<file path="config.mk">
export PLATFORM = sky130hd
export DESIGN_NAME = unit_health_bank_flat
export DESIGN_NICKNAME = d
export VERILOG_FILES = /design/src/rtl/unit_health_bank_if.sv /design/src/rtl/unit_health_bank.sv /design/src/flat_wrapper.sv
export SDC_FILE = /design/constraint.sdc
export NUM_CORES = 1
export LEC_CHECK = 0
export ABC_AREA = 1
export BUFFER_PORTS_ARGS = -buffer_cell sky130_fd_sc_hd__clkbuf_2
export CAP_MARGIN = 20
export CORE_ASPECT_RATIO = 0.75
export CORE_MARGIN = 5
export CORE_UTILIZATION = 45
export CTS_BUF_LIST = sky130_fd_sc_hd__clkbuf_8
export CTS_CLUSTER_DIAMETER = 50
export DETAILED_ROUTE_END_ITERATION = 16
export PLACE_DENSITY_LB_ADDON = 0.05
export SYNTH_ARGS = -nofsm -noshare
export SYNTH_HDL_FRONTEND = slang
export SYNTH_SLANG_ARGS = --single-unit
</file>
<file path="constraint.sdc">
create_clock -name clk -period 3.65 [get_ports clk]
set_clock_uncertainty 0.15 [all_clocks]
set_input_delay 0.73 -clock clk [delete_from_list [all_inputs] [get_ports clk]]
set_output_delay 0.73 -clock clk [all_outputs]
set_load 0.005 [all_outputs]
</file>
<file path="src/rtl/unit_health_bank_if.sv">
// Bus bundle for unit_health_bank: damage apply, spawn, HP readout, tower status
// and the death-event stream. "master" is the upstream/consumer side, "slave" is
// the bank itself.
interface unit_health_bank_if;
    logic         apply_valid;
    logic         apply_ready;
    logic [127:0] unit_damage;
    logic [7:0]   tower_damage;

    logic         spawn_valid;
    logic [3:0]   spawn_slot;
    logic [7:0]   spawn_hp;
    logic         spawn_ready;

    logic [15:0]  alive;
    logic [3:0]   rd_slot;
    logic [7:0]   rd_hp;
    logic [11:0]  tower_hp;
    logic         tower_destroyed;

    logic         death_valid;
    logic [3:0]   death_slot;
    logic         death_ready;

    modport master (
        output apply_valid, unit_damage, tower_damage,
        output spawn_valid, spawn_slot, spawn_hp,
        output rd_slot, death_ready,
        input  apply_ready, spawn_ready, alive, rd_hp,
        input  tower_hp, tower_destroyed, death_valid, death_slot
    );

    modport slave (
        input  apply_valid, unit_damage, tower_damage,
        input  spawn_valid, spawn_slot, spawn_hp,
        input  rd_slot, death_ready,
        output apply_ready, spawn_ready, alive, rd_hp,
        output tower_hp, tower_destroyed, death_valid, death_slot
    );
endinterface

</file>
<file path="src/rtl/unit_health_bank.sv">
// Per-side health store. Each accepted combat tick saturating-subtracts the
// decoded damage from every live slot and from the tower; slots killed on that
// tick are then reported one per handshake as death events, lowest index first.
// While events are pending the bank refuses new ticks and spawns.
// Optional feature macro: TOWER_REGEN_EN (periodic +1 tower regeneration).
module unit_health_bank #(
    parameter int unsigned TOWER_MAX_HP = 2000,
    parameter int unsigned REGEN_PERIOD = 64
) (
    input logic          clk,
    input logic          reset,
    unit_health_bank_if.slave bus
);

    localparam logic [0:0]  StIdle   = 1'b0;
    localparam logic [0:0]  StScan   = 1'b1;
    localparam logic [11:0] TowerMax = 12'(TOWER_MAX_HP);

    logic [0:0]  state_q, state_d;
    logic [7:0]  hp_q [16];
    logic [7:0]  hp_d [16];
    logic [15:0] alive_q, alive_d;
    logic [15:0] pend_q, pend_d;
    logic [11:0] tower_q, tower_d;
    logic        tower_dead_q, tower_dead_d;
    logic        death_valid_q, death_valid_d;
    logic [3:0]  death_slot_q, death_slot_d;

    logic        apply_fire;
    logic        spawn_ok;
    logic        spawn_fire;
    logic        death_fire;

    logic [7:0]  hp_hit [16];
    logic [15:0] kill;
    logic [11:0] tower_hit;
    logic        dead_hit;
    logic [11:0] tower_tick;
    logic [15:0] pend_left;

    // Lowest-index set bit; callers only use it on a non-zero mask.
    function automatic logic [3:0] lowest_set(input logic [15:0] mask);
        logic [3:0] idx;
        idx = 4'd0;
        for (int i = 15; i >= 0; i--) begin
            if (mask[i]) begin
                idx = 4'(i);
            end
        end
        return idx;
    endfunction

    // Handshake qualifiers; an apply in the same cycle blocks the spawn.
    always_comb begin
        apply_fire = (state_q == StIdle) && bus.apply_valid;
        spawn_ok   = (state_q == StIdle) && !bus.apply_valid && !alive_q[bus.spawn_slot];
        spawn_fire = spawn_ok && bus.spawn_valid;
        death_fire = death_valid_q && bus.death_ready;
    end

    // Per-slot saturating damage; dead slots ignore damage entirely.
    always_comb begin
        kill = '0;
        for (int i = 0; i < 16; i++) begin
            hp_hit[i] = hp_q[i];
            if (alive_q[i]) begin
                if (bus.unit_damage[8*i +: 8] >= hp_q[i]) begin
                    hp_hit[i] = 8'd0;
                    kill[i]   = 1'b1;
                end else begin
                    hp_hit[i] = hp_q[i] - bus.unit_damage[8*i +: 8];
                end
            end
        end
    end

    // Tower damage, compared at 12 bits; once destroyed the tower stays at 0.
    always_comb begin
        tower_hit = tower_q;
        dead_hit  = tower_dead_q;
        if (!tower_dead_q) begin
            if ({4'd0, bus.tower_damage} >= tower_q) begin
                tower_hit = 12'd0;
                dead_hit  = 1'b1;
            end else begin
                tower_hit = tower_q - {4'd0, bus.tower_damage};
            end
        end
    end

`ifdef TOWER_REGEN_EN
    localparam int unsigned CntW = (REGEN_PERIOD > 1) ? $clog2(REGEN_PERIOD + 1) : 1;

    logic [CntW-1:0] regen_cnt_q, regen_cnt_d;
    logic [CntW-1:0] regen_inc;
    logic            regen_wrap;

    // Count accepted ticks; on wrap add one HP after this tick's damage.
    always_comb begin
        regen_inc   = regen_cnt_q + 1'b1;
        regen_wrap  = (regen_inc == CntW'(REGEN_PERIOD));
        regen_cnt_d = regen_cnt_q;
        tower_tick  = tower_hit;
        if (apply_fire) begin
            regen_cnt_d = regen_wrap ? '0 : regen_inc;
            if (regen_wrap && !dead_hit && (tower_hit < TowerMax)) begin
                tower_tick = tower_hit + 12'd1;
            end
        end
    end

    // Regen counter register.
    always_ff @(posedge clk) begin
        if (reset) begin
            regen_cnt_q <= '0;
        end else begin
            regen_cnt_q <= regen_cnt_d;
        end
    end
`else
    logic unused_regen_cfg;

    // No regeneration: the tower only loses HP until reset.
    always_comb begin
        tower_tick       = tower_hit;
        unused_regen_cfg = ^REGEN_PERIOD;
    end
`endif

    // Next-state: tick application, spawn and death-event draining.
    always_comb begin
        state_d       = state_q;
        alive_d       = alive_q;
        pend_d        = pend_q;
        tower_d       = tower_q;
        tower_dead_d  = tower_dead_q;
        death_valid_d = death_valid_q;
        death_slot_d  = death_slot_q;
        pend_left     = pend_q;
        for (int i = 0; i < 16; i++) begin
            hp_d[i] = hp_q[i];
        end

        unique case (state_q)
            StIdle: begin
                if (apply_fire) begin
                    for (int i = 0; i < 16; i++) begin
                        hp_d[i] = hp_hit[i];
                    end
                    alive_d      = alive_q & ~kill;
                    tower_d      = tower_tick;
                    tower_dead_d = dead_hit;
                    // The mask is empty in IDLE, so the kills form the whole batch.
                    pend_d       = kill;
                    if (kill != 16'd0) begin
                        state_d       = StScan;
                        death_valid_d = 1'b1;
                        death_slot_d  = lowest_set(kill);
                    end
                end else if (spawn_fire) begin
                    hp_d[bus.spawn_slot]    = bus.spawn_hp;
                    alive_d[bus.spawn_slot] = (bus.spawn_hp != 8'd0);
                end
            end
            StScan: begin
                if (death_fire) begin
                    pend_left               = pend_q;
                    pend_left[death_slot_q] = 1'b0;
                    pend_d                  = pend_left;
                    if (pend_left == 16'd0) begin
                        death_valid_d = 1'b0;
                        state_d       = StIdle;
                    end else begin
                        death_slot_d = lowest_set(pend_left);
                    end
                end
            end
            default: begin
                state_d = StIdle;
            end
        endcase
    end

    // State registers; reset also discards any undelivered death events.
    always_ff @(posedge clk) begin
        if (reset) begin
            state_q       <= StIdle;
            alive_q       <= '0;
            pend_q        <= '0;
            tower_q       <= TowerMax;
            tower_dead_q  <= 1'b0;
            death_valid_q <= 1'b0;
            death_slot_q  <= 4'd0;
            for (int i = 0; i < 16; i++) begin
                hp_q[i] <= 8'd0;
            end
        end else begin
            state_q       <= state_d;
            alive_q       <= alive_d;
            pend_q        <= pend_d;
            tower_q       <= tower_d;
            tower_dead_q  <= tower_dead_d;
            death_valid_q <= death_valid_d;
            death_slot_q  <= death_slot_d;
            for (int i = 0; i < 16; i++) begin
                hp_q[i] <= hp_d[i];
            end
        end
    end

    // Output drive.
    always_comb begin
        bus.apply_ready     = (state_q == StIdle);
        bus.spawn_ready     = spawn_ok;
        bus.alive           = alive_q;
        bus.rd_hp           = hp_q[bus.rd_slot];
        bus.tower_hp        = tower_q;
        bus.tower_destroyed = tower_dead_q;
        bus.death_valid     = death_valid_q;
        bus.death_slot      = death_slot_q;
    end

endmodule
</file>
<file path="src/flat_wrapper.sv">
// flat-port wrapper written by rule: the top's interface ports become plain ports
module unit_health_bank_flat 
#(
    parameter int unsigned TOWER_MAX_HP = 2000,
    parameter int unsigned REGEN_PERIOD = 64
)
  (clk, reset, bus_apply_valid, bus_unit_damage, bus_tower_damage, bus_spawn_valid, bus_spawn_slot, bus_spawn_hp, bus_rd_slot, bus_death_ready, bus_apply_ready, bus_spawn_ready, bus_alive, bus_rd_hp, bus_tower_hp, bus_tower_destroyed, bus_death_valid, bus_death_slot);
  unit_health_bank_if bus_i ();
  input logic clk;
  input logic reset;
  input wire logic [$bits(bus_i.apply_valid)-1:0] bus_apply_valid;
  input wire logic [$bits(bus_i.unit_damage)-1:0] bus_unit_damage;
  input wire logic [$bits(bus_i.tower_damage)-1:0] bus_tower_damage;
  input wire logic [$bits(bus_i.spawn_valid)-1:0] bus_spawn_valid;
  input wire logic [$bits(bus_i.spawn_slot)-1:0] bus_spawn_slot;
  input wire logic [$bits(bus_i.spawn_hp)-1:0] bus_spawn_hp;
  input wire logic [$bits(bus_i.rd_slot)-1:0] bus_rd_slot;
  input wire logic [$bits(bus_i.death_ready)-1:0] bus_death_ready;
  output wire logic [$bits(bus_i.apply_ready)-1:0] bus_apply_ready;
  output wire logic [$bits(bus_i.spawn_ready)-1:0] bus_spawn_ready;
  output wire logic [$bits(bus_i.alive)-1:0] bus_alive;
  output wire logic [$bits(bus_i.rd_hp)-1:0] bus_rd_hp;
  output wire logic [$bits(bus_i.tower_hp)-1:0] bus_tower_hp;
  output wire logic [$bits(bus_i.tower_destroyed)-1:0] bus_tower_destroyed;
  output wire logic [$bits(bus_i.death_valid)-1:0] bus_death_valid;
  output wire logic [$bits(bus_i.death_slot)-1:0] bus_death_slot;
  assign bus_i.apply_valid = bus_apply_valid;
  assign bus_i.unit_damage = bus_unit_damage;
  assign bus_i.tower_damage = bus_tower_damage;
  assign bus_i.spawn_valid = bus_spawn_valid;
  assign bus_i.spawn_slot = bus_spawn_slot;
  assign bus_i.spawn_hp = bus_spawn_hp;
  assign bus_i.rd_slot = bus_rd_slot;
  assign bus_i.death_ready = bus_death_ready;
  assign bus_apply_ready = bus_i.apply_ready;
  assign bus_spawn_ready = bus_i.spawn_ready;
  assign bus_alive = bus_i.alive;
  assign bus_rd_hp = bus_i.rd_hp;
  assign bus_tower_hp = bus_i.tower_hp;
  assign bus_tower_destroyed = bus_i.tower_destroyed;
  assign bus_death_valid = bus_i.death_valid;
  assign bus_death_slot = bus_i.death_slot;
  unit_health_bank #(.TOWER_MAX_HP(TOWER_MAX_HP), .REGEN_PERIOD(REGEN_PERIOD)) u_core (.clk(clk), .reset(reset), .bus(bus_i));
endmodule
</file>
==> results.txt, run 1 <==
clk_lat worst skew: 530 ps
drt pass-1 iters: 7
Post-CTS Resized: 0
cts bufs inserted: 17
PD cells: 322.6 nW/um^2
Synth area leader: dfxtp_1
final setup vio count: 0
unrepaired setup endpoints after global routing: no
crit end category: primary output
Synth Instances: 2411
average size of a mapped cell: 6.383 um^2
LEAKAGE: 8.607 nW
critical path peak fanout: 29
final WL: 58.07 mm
startpoint types: primary input
fmax: 0.2963 GHz
area share of the leading cell type in the synthesized netlist: 23.29%
width of the chip: 223.5 um
Seq/Total Area, Yosys: 23.29%
Yosys cell types: 43
maxcap violations: 0
vias in the first global route: 15776
first-pass GRT wire length: 88.83 mm
Place WS: 218.1 ps
Final Hold Fails: 0
VDD IR-drop max: 209.9 uV
Worst Path Required: 2770 ps
Setup TNS Final: 0 ps
Final Critical Period: 3375 ps
hpwl dp: 45.17 mm
top post-synthesis cells by area: dfxtp_1, ha_1, a21oi_1
# clock sinks: 179
DR iter-0 viols: 1527
Seq cells post-synth: 179
proportion of layout cells with a drive suffix above 1: 13.37%
Worst slew margin: 46.26%
hold buffers post-CTS: 0
vias per cell: 5.542
die area: 38030 um^2
Netlist Area Pre-Place: 15390 um^2
largest net degree at the start of global routing: 76
CTS clock-pin slew for the worst setup and hold paths: 100 ps
hold depth: 2
Total Routing Usage GR: 29.53%
total grt overflow: 0
Crit Path Category: in -> out
Ys Warns: 0
Antenna Cells: 0
number of antenna violations at the first check in global routing: 1
most frequent cells in the layout: inv_1, nand2_1, a21oi_1
CTS H-tree lvls: 4
P&R area growth vs syn: 13.86%
Clock Path Buffers: 2
routed len/inst: 18.88 um
routability cong.: 0.9445
fin. max-slew vios: 0
root buffer cell: clkbuf_8
I/O pin count: 201
worst path arrival time: 2500 ps
drc violations: 0
Final WS setup: 274.7 ps
port buffer count: 200
worst hold path class: reg -> reg
layout net count: 2924
FF-to-FF path depth: 14
vias post-DR: 17048
Routed Antenna Nets: 0
Initial Utilization: 45.70%
die extent in y: 170.2 um
Slew @ Worst Pin: 806.0 ps
Post-CTS Setup Repair Bufs: 0
commonest non-fill, non-tap cell in the layout: inv_1
post-route core utilization: 52.04%
fin crit share: 92.47%
Synthesized Nets: 2721
status: finished, final reports clean
CTS tree: built
Tot Pwr: 5.653 mW
CORE AREA: 33670 um^2
Site Rows: 58
-- flip-flops by register name, summed over array words and instances, names as in the netlist --
register and flops:
u_core.hp_q 128, u_core.bus.alive 16, u_core.pend_q 16, u_core.bus.tower_hp 12, u_core.bus.death_slot 4, u_core.bus.death_valid 1
u_core.bus.tower_destroyed 1, u_core.state_q 1
-- per-stage QoR --
stage          hold WS (ps)  instances  instance area, um^2
6_report              321.5       3076                17520
5_1_grt               338.5       3076                17520
4_1_cts               321.2       3076                17520
3_5_place_dp          305.9       3045                17150
3_3_place_gp          304.6       3045                17150
2_1_floorplan         291.9       2411                15390
-- critical path: stages --
cell and delay (ps):
clkbuf_2 290, buf_4 370, buf_4 200, nor2_1 40, o21ai_0 240, o221ai_1 240
nand2_1 210, clkbuf_2 150
-- synthesized netlist by cell type, drive strengths merged --
| library cell | instances |
|---|---|
| nor4 | 8 |
| o31ai | 1 |
| nand2 | 375 |
| or2 | 22 |
| a221oi | 1 |
| nand3b | 10 |
| a22oi | 6 |
| nor2 | 263 |
| a31oi | 29 |
| xnor2 | 15 |
| o311ai | 5 |
| dfxtp | 179 |
| o22ai | 42 |
| ha | 136 |
| a211oi | 19 |
| o211ai | 16 |
| o221ai | 13 |
| nor3 | 21 |
| fa | 17 |
| a21oi | 344 |
| nand3 | 93 |
| clkbuf | 57 |
| o21ai | 260 |
| a21o | 2 |
| buf | 18 |
| nand4 | 17 |
| inv | 389 |
| xor2 | 40 |
| o21bai | 10 |
| clkinv | 3 |
-- report_power, final --
part           total, mW  internal [mW]  switching (mW)
sequential          2.23           2.09           0.145
clock               1.44          0.598           0.838
combinational       1.99          0.731            1.25
-- layer usage --
layer	part of all wire [%]	vias up	global-route usage [%]
met1	46	7786	42.17
met2	43	688	45.88
met3	7.7	103	5.380
met4	2.8	2	8.466
li1	-	8469	-
met5	0.022	-	0
-- layout make-up --
class | count | area (um^2)
Sequential cell | 179 | 3583
Clock buffer | 17 | 234.0
Inverter | 392 | 1471
Tap cell | 450 | 563.0
Multi-Input combinational cell | 1765 | 10020
Fill cell | 3516 | 16150
Clock inverter | 14 | 142.6
Timing Repair Buffer | 259 | 1506
-- worst paths after layout --
check / startpoint / to / slack, ps
setup / recovery: bus_rd_slot[0] / bus_rd_hp[6] / 270
hold / removal: u_core.pend_q[8] / u_core.pend_q[8] / 320
setup reg to reg: u_core.hp_q[3][7] / u_core.bus.death_slot[2] / 660
hold reg to reg: u_core.pend_q[8] / u_core.pend_q[8] / 320
-- logic make-up after synthesis --
kind of cell,Yosys count,share of synthesized area (%)
AND/OR/NAND/NOR,809,21.94
AO/OA/AOI/OAI,748,26.77
XOR/XNOR,55,3.130
buffers and inverters,467,11.59
flip-flops,179,23.29
adder cells (fa/ha/maj),153,13.27
Note: power is estimated with default switching activity, not from simulation.
==> inputs of run 2 (changes only) <==
CORE_UTILIZATION = 35   (was 45)
==> results.txt, run 2 (same netlist as run 1, synthesis figures left out) <==
status: finished, final reports clean
number of flip-flops in the largest register: 128
CTS H-tree lvls: 4
worst path arrival time: 2380 ps
unrepaired setup endpoints after global routing: no
routability cong.: 0.9253
Initial Utilization: 35.43%
maxcap violations: 0
final std cells w/o fill: 3206
width of the chip: 252.1 um
FF-to-FF path depth: 15
CORE AREA: 43440 um^2
Crit Path Category: in -> out
Worst Path Required: 2770 ps
cts bufs inserted: 17
Routed Antenna Nets: 0
# clock sinks: 179
startpoint types: primary input
port buffer count: 200
hpwl dp: 47.87 mm
die extent in y: 191.6 um
first-pass GRT wire length: 93.28 mm
Post-CTS Setup Repair Bufs: 0
CTS clock-pin slew for the worst setup and hold paths: 90 ps
fin crit share: 89.37%
P&R area growth vs syn: 15.20%
worst hold path class: reg -> reg
largest net degree at the start of global routing: 75
layout net count: 2926
fmax: 0.3066 GHz
Slew @ Worst Pin: 873.4 ps
Setup TNS Final: 0 ps
vias post-DR: 16804
routed len/inst: 19.02 um
Post-CTS Resized: 0
number of antenna violations at the first check in global routing: 0
fin. max-slew vios: 0
I/O pin count: 201
commonest non-fill, non-tap cell in the layout: inv_1
root buffer cell: clkbuf_8
VDD IR-drop max: 235.9 uV
total grt overflow: 0
die area: 48300 um^2
most frequent cells in the layout: inv_1, nand2_1, a21oi_1
hold buffers post-CTS: 0
sequential cell area: 3583 um^2
Inst Count DP: 3175
Final Hold Fails: 0
Reg with most FFs: u_core.hp_q
fillers: 4755
clk_lat worst skew: 510 ps
area of the multi-input gates: 10020 um^2
vias per cell: 5.241
CTS tree: built
Final Critical Period: 3262 ps
Site Rows: 66
worst reg2reg path startpoint: u_core.hp_q[2][7]
worst hold start: u_core.pend_q[3]
DR iter-0 viols: 1478
CP startpoint: bus_rd_slot[1]
drt pass-1 iters: 5
drc violations: 0
PD cells: 326.7 nW/um^2
LEAKAGE: 8.635 nW
Total Routing Usage GR: 24.71%
crit end category: primary output
Clock Path Buffers: 2
Antenna Cells: 0
critical path peak fanout: 21
Worst slew margin: 41.71%
final setup vio count: 0
hold depth: 2
final WL: 60.98 mm
post-route core utilization: 40.81%
proportion of layout cells with a drive suffix above 1: 13.51%
vias in the first global route: 15875
flop2flop setup slack: 600 ps
[run 2: changes by cell type in the layout (fill, tap and decap cells not counted)]
cell,before,now
inv_1,378,377
buf_4,54,57
a21oi_1,331,330
bufinv_16,2,3
clkinvlp_4,5,3
a21oi_2,11,12
buf_12,5,4
clkbuf_8,17,19
inv_6,0,3
clkinv_4,3,0
[run 2: power by group]
part	internal, mW	total (mW)	switching (mW)
Combinational	0.731	2.00	1.26
Clock	0.713	1.56	0.851
Sequential	2.09	2.23	0.146
[run 2: metrics by stage]
stage,instance area (um^2),setup WS [ps],power (mW),hold slack [ps]
after CTS,17730,443.9,5.791,318.0
after global placement,17310,300.1,4.238,301.9
after detailed placement,17310,185.2,4.245,302.4
after global routing,17730,252.6,6.158,343.8
final,17730,388.1,5.792,319.7
after floorplan,15390,737.5,3.546,291.9
[run 2: worst max-delay path: stages]
cell	delay (ps)
clkbuf_2	180
buf_4	300
o21ai_0	130
o211ai_1	400
o211ai_1	310
nand2_1	190
clkbuf_2	130
[run 2: final timing paths]
kind	endpoint
worst max register to register	u_core.bus.death_slot[0]
worst min register to register	u_core.pend_q[3]
worst max-delay path	bus_rd_hp[5]
worst min-delay path	u_core.pend_q[3]
[run 2: final cells by class]
class,count,area share [%]
timing repair buffer,261,8.512
tap,578,4.080
multi-input combinational,1765,56.55
clock buffer,19,1.475
clock inverter,12,0.8682
sequential,179,20.21
inverter,392,8.300
[run 2: routing by layer]
metal | wire length (um) | track usage [%] | vias up
li1 | - | - | 8490
met4 | 1061 | 5.029 | 0
met1 | 29740 | 36.44 | 7744
met2 | 26410 | 38.54 | 513
met5 | 0 | 0 | -
met3 | 3774 | 3.574 | 57
==> inputs of run 3 (changes only) <==
RECOVER_POWER = 25   (was not set)
==> results.txt, run 3 (same netlist as run 1, synthesis figures left out) <==
CORE AREA: 43440 um^2
final setup vio count: 0
Setup TNS Final: 0 ps
Antenna Cells: 0
drt pass-1 iters: 7
fmax: 0.3089 GHz
drc violations: 0
Psw: 2.258 mW
die area: 48300 um^2
worst path arrival time: 2360 ps
unrepaired setup endpoints after global routing: no
delay of the slowest critical-path stage: 390 ps
Reg with most FFs: u_core.hp_q
internal power: 3.524 mW
most frequent cells in the layout: inv_1, nand2_1, a21oi_1
number of flip-flops in the largest register: 128
Cell Area, Placed: 17310 um^2
hpwl dp: 47.87 mm
Final Critical Period: 3238 ps
crit-path cells: clkbuf_2 -> buf_4 -> o21ai_0 -> o211ai_1 -> o211ai_1 -> nand2_1 -> clkbuf_2
Clock Path Buffers: 2
width of the chip: 252.1 um
maxcap violations: 0
Combinational Power Share: 34.4%
port buffer count: 200
vias in the first global route: 15875
post-route core utilization: 40.66%
Clock Power Share: 27.0%
Final Instance Area: 17660 um^2
worst hold path class: reg -> reg
PD cells: 327.4 nW/um^2
I/O pin count: 201
vias post-DR: 16771
hold buffers post-CTS: 0
Slew @ Worst Pin: 1203 ps
P&R area growth vs syn: 14.77%
clk_lat worst skew: 510 ps
Total Routing Usage GR: 24.71%
CTS tree: built
critical path peak fanout: 21
Post-CTS Resized: 0
fillers: 4772
critical path buffer and inverter count: 3
CTS H-tree lvls: 4
number of antenna violations at the first check in global routing: 0
crit end category: primary output
fin crit share: 88.70%
Place WS: 185.2 ps
Initial Utilization: 35.43%
Site Rows: 66
commonest non-fill, non-tap cell in the layout: inv_1
routability cong.: 0.9253
vias per cell: 5.231
first-pass GRT wire length: 93.28 mm
status: finished, final reports clean
Routed Antenna Nets: 0
Worst slew margin: 19.81%
Crit-path slowest cell: o211ai_1
routed len/inst: 19.01 um
die extent in y: 191.6 um
proportion of layout cells with a drive suffix above 1: 12.10%
area of the multi-input gates: 10020 um^2
largest net degree at the start of global routing: 75
layout net count: 2926
Final Hold Fails: 0
Final WS setup: 412.3 ps
root buffer cell: clkbuf_8
DR iter-0 viols: 1585
sequential cell area: 3583 um^2
share of power burned in registers: 38.6%
total grt overflow: 0
Net Sw Frac: 39.06%
Worst Path Required: 2770 ps
LEAKAGE: 8.519 nW
Crit Path Category: in -> out
# clock sinks: 179
cts bufs inserted: 17
cell family with most CP delay: compound AO/OA/AOI/OAI gates
VDD IR-drop max: 235.0 uV
CTS clock-pin slew for the worst setup and hold paths: 90 ps
fin. max-slew vios: 0
final WL: 60.95 mm
startpoint types: primary input
Post-CTS Setup Repair Bufs: 0
## run 3: cell types whose count changed in the layout (fill, tap and decap cells not counted), sizes merged
cell,previous run,this run
buf,61,53
clkbuf,219,227
## run 3: per-layer routing
| metal | part of all wire [%] | track usage, % | vias up |
|---|---|---|---|
| met5 | 0 | 0 | - |
| met4 | 1.8 | 5.029 | 0 |
| met3 | 5.9 | 3.574 | 62 |
| met2 | 43 | 38.54 | 502 |
| met1 | 49 | 36.44 | 7715 |
| li1 | - | - | 8492 |
## run 3: stage by stage
step	instances	hold WS, ps	total power [mW]
4_1_cts	3206	318.0	5.791
2_1_floorplan	2411	291.9	3.546
6_report	3206	321.0	5.782
3_5_place_dp	3175	302.4	4.245
3_3_place_gp	3175	301.9	4.238
5_1_grt	3206	343.8	6.150
## run 3: cell type report
| cell class | count | share of cell area (%) |
|---|---|---|
| Inverter | 392 | 8.332 |
| Tap cell | 578 | 4.095 |
| Multi-Input combinational cell | 1765 | 56.75 |
| Clock inverter | 12 | 0.8714 |
| Clock buffer | 19 | 1.481 |
| Sequential cell | 179 | 20.29 |
| Timing Repair Buffer | 261 | 8.183 |
## run 3: tightest hold or removal path, stage by stage (launching register included)
cell and delay [ps]:
dfxtp_1 320, nand2_1 60, a21oi_1 60
## run 3: final timing paths
check	from	to	slack (ps)	depth (start not counted)
max reg2reg	u_core.bus.alive[12]	u_core.hp_q[8][4]	560	13
max	bus_rd_slot[1]	bus_rd_hp[5]	410	7
min reg2reg	u_core.pend_q[3]	u_core.pend_q[3]	320	2
min	u_core.pend_q[3]	u_core.pend_q[3]	320	2
## run 3: power by group through the flow
| stage | Clock, mW | Sequential [mW] | Combinational (mW) |
|---|---|---|---|
| floorplan | 0 | 2.21 | 1.34 |
| global placement | 0 | 2.27 | 1.96 |
| detailed placement | 0 | 2.27 | 1.97 |
| CTS | 1.58 | 2.23 | 1.98 |
| global route | 1.65 | 2.25 | 2.25 |
| finish | 1.56 | 2.23 | 1.99 |
